--- config.mk ---
export PLATFORM = sky130hd
export DESIGN_NAME = aluv_result_drain
export DESIGN_NICKNAME = d
export VERILOG_FILES = /design/src/rtl/aluv_result_drain.sv
export SDC_FILE = /design/constraint.sdc
export NUM_CORES = 1
export LEC_CHECK = 0
export CORE_ASPECT_RATIO = 0.8
export CORE_UTILIZATION = 46
export DETAILED_ROUTE_END_ITERATION = 10
export DONT_BUFFER_PORTS = 1
export SKIP_CTS_REPAIR_TIMING = 1
export SLEW_MARGIN = 10
export SYNTH_ARGS = -nofsm -noshare
export SYNTH_HDL_FRONTEND = slang
export SYNTH_SLANG_ARGS = --single-unit
--- constraint.sdc ---
create_clock -name clk -period 1.91 [get_ports clk]
set_input_delay 0.4775 -clock clk [delete_from_list [all_inputs] [get_ports clk]]
set_output_delay 0.4775 -clock clk [all_outputs]
set_load 0.005 [all_outputs]
--- src/rtl/aluv_result_drain.sv ---
// Snapshots ALUs_num result lanes, streams them lane 0 first; optional ALUV_DRAIN_PARITY_EN adds m_parity.
// Latency 1 cycle capture-to-first-beat; beats hold while m_ready=0, next snapshot loads on last-beat cycle.
module aluv_result_drain #(
    parameter  int ALUs_num    = 4,
    parameter  int INPUT_WIDTH = 8,
    localparam int LIDX_W      = (ALUs_num > 1) ? $clog2(ALUs_num) : 1,
    localparam int DW          = 2 * INPUT_WIDTH
) (
    input  logic              clk,
    input  logic              rst_n,
    input  logic [DW-1:0]     result [ALUs_num],
    input  logic              cap_valid,
    output logic              cap_ready,
    output logic              m_valid,
    input  logic              m_ready,
    output logic [DW-1:0]     m_data,
    output logic [LIDX_W-1:0] m_lane,
    output logic              m_last,
`ifdef ALUV_DRAIN_PARITY_EN
    output logic              m_parity,
`endif
    output logic              busy
);

    typedef enum logic {IDLE, DRAIN} state_t;

    localparam logic [LIDX_W-1:0] LAST_IDX = LIDX_W'(ALUs_num - 1);

    state_t            state, state_nxt;
    logic [LIDX_W-1:0] cnt, cnt_nxt;
    logic [DW-1:0]     snap [ALUs_num];
    logic              cap_fire;
`ifdef ALUV_DRAIN_PARITY_EN
    logic              par_q [ALUs_num];
`endif

    always_ff @(posedge clk or negedge rst_n) begin
        if (!rst_n) begin
            state <= IDLE;
            cnt   <= '0;
            for (int i = 0; i < ALUs_num; i++) begin
                snap[i] <= '0;
`ifdef ALUV_DRAIN_PARITY_EN
                par_q[i] <= 1'b0;
`endif
            end
        end else begin
            state <= state_nxt;
            cnt   <= cnt_nxt;
            if (cap_fire) begin
                for (int i = 0; i < ALUs_num; i++) begin
                    snap[i] <= result[i];
`ifdef ALUV_DRAIN_PARITY_EN
                    par_q[i] <= ^result[i];
`endif
                end
            end
        end
    end

    always_comb begin
        state_nxt = state;
        cnt_nxt   = cnt;
        cap_ready = 1'b0;
        cap_fire  = 1'b0;
        m_valid   = 1'b0;
        m_data    = '0;
        m_lane    = '0;
        m_last    = 1'b0;
        busy      = 1'b0;
`ifdef ALUV_DRAIN_PARITY_EN
        m_parity  = 1'b0;
`endif
        case (state)
            IDLE: begin
                cap_ready = 1'b1;
                if (cap_valid) begin
                    cap_fire  = 1'b1;
                    cnt_nxt   = '0;
                    state_nxt = DRAIN;
                end
            end
            DRAIN: begin
                m_valid = 1'b1;
                busy    = 1'b1;
                m_data  = snap[cnt];
                m_lane  = cnt;
                m_last  = (cnt == LAST_IDX);
`ifdef ALUV_DRAIN_PARITY_EN
                m_parity = par_q[cnt];
`endif
                if (m_ready) begin
                    if (cnt == LAST_IDX) begin
                        // Last beat leaving: a waiting snapshot reloads with no bubble
                        cap_ready = 1'b1;
                        cnt_nxt   = '0;
                        if (cap_valid) cap_fire = 1'b1;
                        else           state_nxt = IDLE;
                    end else begin
                        cnt_nxt = cnt + LIDX_W'(1);
                    end
                end
            end
            default: state_nxt = IDLE;
        endcase
    end

endmodule
==> results of run 1 <==
cell usage after synthesis (all sizes together):
master | count | area, um^2
dfrtp | 67 | 1677
buf | 29 | 229.0
ha | 1 | 12.51
nand2 | 65 | 244.0
xor2 | 1 | 8.760
and3 | 1 | 6.260
or2 | 1 | 6.260
clkbuf | 9 | 35.03
nor2b | 1 | 6.260
a21o | 1 | 7.510
nand2b | 2 | 12.51
and2 | 2 | 12.51
o22ai | 16 | 100.1
a21boi | 1 | 11.26
inv | 66 | 247.7
mux2i | 34 | 340.3
nor3b | 1 | 7.510
o32ai | 64 | 1011
placed cells by master (no fill, tap or decap), types with 3 or more instances in the layout:
cell / count
sky130_fd_sc_hd__nand2_1: 65
sky130_fd_sc_hd__inv_1: 65
sky130_fd_sc_hd__dfrtp_1: 65
sky130_fd_sc_hd__o32ai_2: 60
sky130_fd_sc_hd__mux2i_1: 26
sky130_fd_sc_hd__clkbuf_8: 12
sky130_fd_sc_hd__o22ai_2: 11
sky130_fd_sc_hd__buf_4: 6
sky130_fd_sc_hd__mux2i_2: 4
sky130_fd_sc_hd__o22ai_1: 4
sky130_fd_sc_hd__mux2i_4: 4
sky130_fd_sc_hd__o32ai_1: 4
sky130_fd_sc_hd__buf_12: 4
sky130_fd_sc_hd__buf_6: 3
per-layer routing:
| metal | track usage (%) | vias up | part of all wire [%] |
|---|---|---|---|
| li1 | - | 1241 | - |
| met5 | 0 | - | 0 |
| met1 | 30.02 | 1309 | 47 |
| met4 | 3.914 | 0 | 0.83 |
| met2 | 30.72 | 66 | 46 |
| met3 | 7.066 | 7 | 6.4 |
where the power goes:
part | total (W) | leakage, nW | switching (W) | internal [W]
Clock | 0.00108 | 0.0953 | 0.000516 | 0.000567
Combinational | 0.00404 | 1.05 | 0.00189 | 0.00215
Sequential | 0.00257 | 0.819 | 0.000457 | 0.00211
per-stage QoR:
stage          TNS [ps]  power (W)
5_1_grt          -199.5   0.008165
3_3_place_gp          0   0.005949
3_5_place_dp     -2.170   0.006019
6_report         -5.729   0.007692
4_1_cts          -148.7   0.007098
2_1_floorplan         0   0.005371
worst paths after layout:
kind,end,cells after the start,slack (ps)
setup / recovery,m_data[14],4,-6
hold / removal,snap[50],0,-170
setup reg to reg,snap[45],3,40
hold reg to reg,snap[35],2,550
max in group asynchronous,snap[41],0,1970
min in group clk,state,1,260
state kept, by name (all words and copies together), names as in the netlist:
signal,count
state,1
cnt,2
snap,64
cell type report:
type,instances,area (um^2)
well taps,108,135.1
flip-flops and latches,67,1679
repair buffers,15,198.9
clock inverters,2,10.01
inverters,66,247.7
multi-input cells,192,1964
clock buffers,13,168.9
fillers,724,3760
kinds of logic after synthesis:
logic type                 Yosys count  synth area share (%)
AOI/OAI and AO/OA                   82                 28.42
xor gates and xnor gates             1                0.2204
adders and majority gates            1                0.3147
buffers and inverters              104                 12.87
DFF                                 67                 42.18
muxes                               34                 8.562
and+or+nand+nor                     73                 7.429
==> impl_metrics.py, run 1 <==
metrics = {
    "run_status": {
        "outcome": "complete, but fails checks",
        "violated_checks": "negative hold slack, negative setup slack",
    },
    "finish": {
        "fin_cells": 463,
        "final_design_area_no_fill_mm2": 0.004404,
        "final_layout_size_suffix_gt1_share_pct": 32.96,
        "antennaDiodeCount": 0,
        "final_nets": 420,
        "area.growth.synth_to_final_pct": 10.80,
        "utilization_pct": 53.95,
    },
    "power": {
        "powerDensity_mw_per_mm2": 1747,
        "ir_drop_v": 0.0007377,
        "power_leakage_nw": 1.967,
    },
    "timing": {
        "skew_ps": 7.055,
        "slew_of_the_pin_with_the_lowest_slew_margin_ps": 1021,
        "finalCriticalPeriod_ps": 1916,
        "rsz0062_at_grt": "yes",
        "final_min_period_over_clock_period_pct": 100.3,
        "worst_hold_slack_ps": -166.7,
        "maxSlewViolCount": 0,
        "max-slew-margin-rel_pct": 31.94,
        "highest_clock_frequency_the_design_can_meet_mhz": 522.0,
        "layout_setup_ws_ps": -5.729,
        "finalSetupViolCount": 1,
        "report.final.hold_viol_count": 67,
    },
    "routing": {
        "vias_per_cell": 5.665,
        "drt_drc_violations_left": 0,
        "wl_um": 9386,
        "via_count": 2623,
        "drt_iter0_markers": 207,
        "detailedRoute.firstPassIterationCount": 4,
        "final_antenna_net_count": 0,
        "routedWlPerCell_um": 20.27,
    },
    "logic_synthesis": {
        "postSynthNetCount": 431,
        "synth_area_mm2": 0.003975,
        "postSynthCellCount": 362,
        "yosys.cell_types.count": 23,
        "seq_area_frac_synth_pct": 42.18,
        "synth.avg_cell_area_um2": 10.98,
        "number_of_flip_flops_and_latches_in_the_synthesized_netlist": 67,
        "synthesis.yosys.warnings": 0,
    },
    "place": {
        "portBuffers": 0,
        "pre_cts_ws_ps": -2.170,
        "gpl.final_weighted_congestion": 0.7610,
        "post-dp-hpwl_um": 5779,
        "placed_cells": 442,
        "placed_area_mm2": 0.003993,
    },
    "setup_path": {
        "critical-path-slowest-cell": "sky130_fd_sc_hd__dfrtp_2",
        "worst_r2r_startpoint": "cnt[1]",
        "cp_data_arrival_time_ps": 1440,
        "worst-endpoint-required_ps": 1430,
        "path_cells": "buf_6, clkbuf_16, mux2i_1, o22ai_1",
        "cp_max_fo": 6,
        "nature_of_the_critical_path_endpoint": "output port",
        "crit_buf_inv": 2,
        "cp-startpoint": "cnt[1]",
        "critical_path.startpoint_type": "flip-flop",
        "cp_top_family": "flip-flops",
        "max_stage_delay_ps": 460,
        "critical_path_class": "reg -> out",
    },
    "clock_network": {
        "insertion_delay_ps": 340,
        "cts-root-to-sink-buffers": 2,
        "tritoncts_clock_tree": "built",
        "cts_inserted_buffers": 9,
        "clock_root_cell": "sky130_fd_sc_hd__clkbuf_8",
        "number_of_sinks_handled_by_clock_tree_synthesis": 67,
        "cts_max_level": 3,
        "clk_pin_slew_worst_paths_ps": 70,
    },
    "floorplanning": {
        "design.portCount": 90,
        "fp.dieArea_mm2": 0.009019,
        "core_region_area_mm2": 0.008164,
        "die_y_extent_um": 85.15,
        "initial_utilization_pct": 48.69,
        "std_cell_rows": 29,
        "fp.dieW_um": 105.9,
    },
    "grt": {
        "globalRouteTotalUtil_pct": 20.87,
        "gr-total-overflow": 0,
        "grt_max_degree": 70,
        "grt_pass1_wl_um": 14430,
        "grt_antenna_before_repair": 0,
        "grt_pass1_vias": 2664,
    },
    "hold_path": {
        "hp-class": "in -> async",
    },
    "flow_run": {
        "max-cap-violations": 0,
    },
}
Power figures use the tool's default switching activity.
==> run 2: changes to the inputs <==
--- a/config.mk
+++ b/config.mk
@@ -6,9 +6,10 @@
 export NUM_CORES = 1
 export LEC_CHECK = 0
 export CORE_ASPECT_RATIO = 0.8
-export CORE_UTILIZATION = 46
+export CORE_UTILIZATION = 60
 export DETAILED_ROUTE_END_ITERATION = 10
 export DONT_BUFFER_PORTS = 1
+export PLACE_DENSITY = 0.76
 export SKIP_CTS_REPAIR_TIMING = 1
 export SLEW_MARGIN = 10
 export SYNTH_ARGS = -nofsm -noshare
==> impl_metrics.py, run 2 (synthesized netlist as in run 1, its figures left out) <==
metrics = {
    "run_status": {
        "outcome": "complete, but fails checks",
        "violated_checks": "negative hold slack",
    },
    "timing": {
        "finalCriticalPeriod_ps": 1907,
        "maxSlewViolCount": 0,
        "final_min_period_over_clock_period_pct": 99.87,
        "worst_hold_slack_ps": -190.2,
        "skew_ps": 6.179,
        "rsz0062_at_grt": "yes",
        "highest_clock_frequency_the_design_can_meet_mhz": 524.3,
        "max-slew-margin-rel_pct": 60.73,
        "slew_of_the_pin_with_the_lowest_slew_margin_ps": 589.1,
        "setup_tns_ps": 0,
        "finalSetupViolCount": 0,
        "report.final.hold_viol_count": 67,
    },
    "grt": {
        "gr-total-overflow": 0,
        "grt_antenna_before_repair": 0,
        "grt_pass1_wl_um": 13450,
        "grt_max_degree": 70,
        "grt_pass1_vias": 2580,
        "globalRouteTotalUtil_pct": 26.12,
    },
    "power": {
        "powerDensity_mw_per_mm2": 1714,
        "ir_drop_v": 0.0007615,
        "power_leakage_nw": 1.912,
    },
    "floorplanning": {
        "std_cell_rows": 26,
        "initial_utilization_pct": 62.03,
        "fp.dieW_um": 93,
        "core_region_area_mm2": 0.006409,
        "design.portCount": 90,
        "fp.dieArea_mm2": 0.006956,
        "die_y_extent_um": 74.80,
    },
    "routing": {
        "via_count": 2657,
        "wl_um": 8870,
        "drt_drc_violations_left": 0,
        "detailedRoute.firstPassIterationCount": 4,
        "final_antenna_net_count": 0,
        "drt_iter0_markers": 275,
        "routedWlPerCell_um": 20.30,
        "vias_per_cell": 6.080,
    },
    "setup_path": {
        "worst-endpoint-required_ps": 1430,
        "max_stage_delay_ps": 430,
        "critical-path-slowest-cell": "sky130_fd_sc_hd__dfrtp_2",
        "r2r_cells": 6,
        "cp_max_fo": 16,
        "cp-startpoint": "cnt[0]",
        "critical_path.startpoint_type": "flip-flop",
        "reg2reg_setup_slack_ps": 230,
        "cp_data_arrival_time_ps": 1430,
        "nature_of_the_critical_path_endpoint": "output port",
        "worstSetupEndpoint": "m_data[13]",
        "critical_path_class": "reg -> out",
        "r2r-end": "snap[3]",
        "worst_r2r_startpoint": "cnt[1]",
        "path_cells": "nand2b_1, buf_4, o22ai_1",
    },
    "finish": {
        "fin_cells": 437,
        "total_area_of_multi_input_combinational_cells_mm2": 0.001861,
        "reg.largest.list": "snap (64), cnt (2), state (1)",
        "flip_flop_count_of_the_largest_register_all_copies_and_words_added": 64,
        "area.growth.synth_to_final_pct": 5.603,
        "final_layout_size_suffix_gt1_share_pct": 29.18,
        "largest-register": "snap",
        "layout.area.seq_mm2": 0.001679,
        "final_nets": 419,
        "antennaDiodeCount": 0,
        "most_used_cells_in_the_layout_excluding_fill_and_tap_cells": "sky130_fd_sc_hd__nand2_1, sky130_fd_sc_hd__inv_1, sky130_fd_sc_hd__dfrtp_1",
        "fillCellCount": 490,
    },
    "flow_run": {
        "max-cap-violations": 0,
    },
    "clock_network": {
        "number_of_sinks_handled_by_clock_tree_synthesis": 67,
        "insertion_delay_ps": 350,
        "clk_pin_slew_worst_paths_ps": 70,
        "tritoncts_clock_tree": "built",
        "clock_root_cell": "sky130_fd_sc_hd__clkbuf_8",
        "cts-root-to-sink-buffers": 2,
        "cts_max_level": 3,
        "cts_inserted_buffers": 9,
    },
    "place": {
        "portBuffers": 0,
        "placed_cells": 420,
        "post-dp-hpwl_um": 5565,
        "gpl.final_weighted_congestion": 0.7609,
    },
    "hold_path": {
        "hp-class": "in -> async",
    },
}
## run 2: cell types whose count changed in the layout (fill, tap and decap cells not counted), sizes merged
cell	delta
clkinv	-1
clkbuf	-2
clkinvlp	+1
## run 2: worst min path at each step
| stage | slack (ps) | cells past startpoint | startpoint | end |
|---|---|---|---|---|
| 2_1_floorplan | 180 | 0 | rst_n | cnt[0] |
| 3_3_place_gp | 180 | 0 | rst_n | snap[31] |
| 3_5_place_dp | 180 | 0 | rst_n | snap[31] |
| 4_1_cts | -200 | 0 | rst_n | snap[37] |
| 5_1_grt | -200 | 0 | rst_n | cnt[0] |
| 6_report | -190 | 0 | rst_n | snap[53] |
## run 2: cell type report
cell class	instances	area share, %
Multi-Input combinational cell	192	44.32
Sequential cell	67	40.00
Inverter	66	5.902
Clock buffer	12	3.696
Timing Repair Buffer	14	3.279
Tap cell	84	2.504
Clock inverter	2	0.2981
## run 2: where the power goes
| part | internal, W | leakage [nW] | total, W | switching, W |
|---|---|---|---|---|
| clock | 0.000525 | 0.0843 | 0.00105 | 0.000522 |
| sequential | 0.00212 | 0.819 | 0.00256 | 0.000444 |
| combinational | 0.00185 | 1.01 | 0.00359 | 0.00174 |
## run 2: routing by layer
| metal | vias to the layer above | track usage [%] | share of wire (%) |
|---|---|---|---|
| met3 | 20 | 6.566 | 6.2 |
| li1 | 1237 | - | - |
| met4 | 0 | 9.915 | 2.2 |
| met2 | 86 | 40.52 | 47 |
| met1 | 1314 | 35.93 | 44 |
| met5 | - | 0 | 0 |
## run 2: worst max-delay path: cells and delay by family (launching register included)
family / cells / cell delay, ps
compound gates: 1 / 290
simple gates: 1 / 140
flops: 1 / 430
buf+inv: 1 / 210
## run 2: stage by stage
stage | cell area (um^2) | utilization (%) | worst slack (ps) | power, W
final | 4198 | 65.50 | 2.567 | 0.007195
after detailed placement | 3940 | 61.48 | 53.99 | 0.005926
after global routing | 4198 | 65.50 | -25.16 | 0.007618
after CTS | 4108 | 64.10 | -133.0 | 0.006986
after floorplan | 3975 | - | 273.6 | 0.005371
after global placement | 3940 | 61.48 | 82.70 | 0.005816
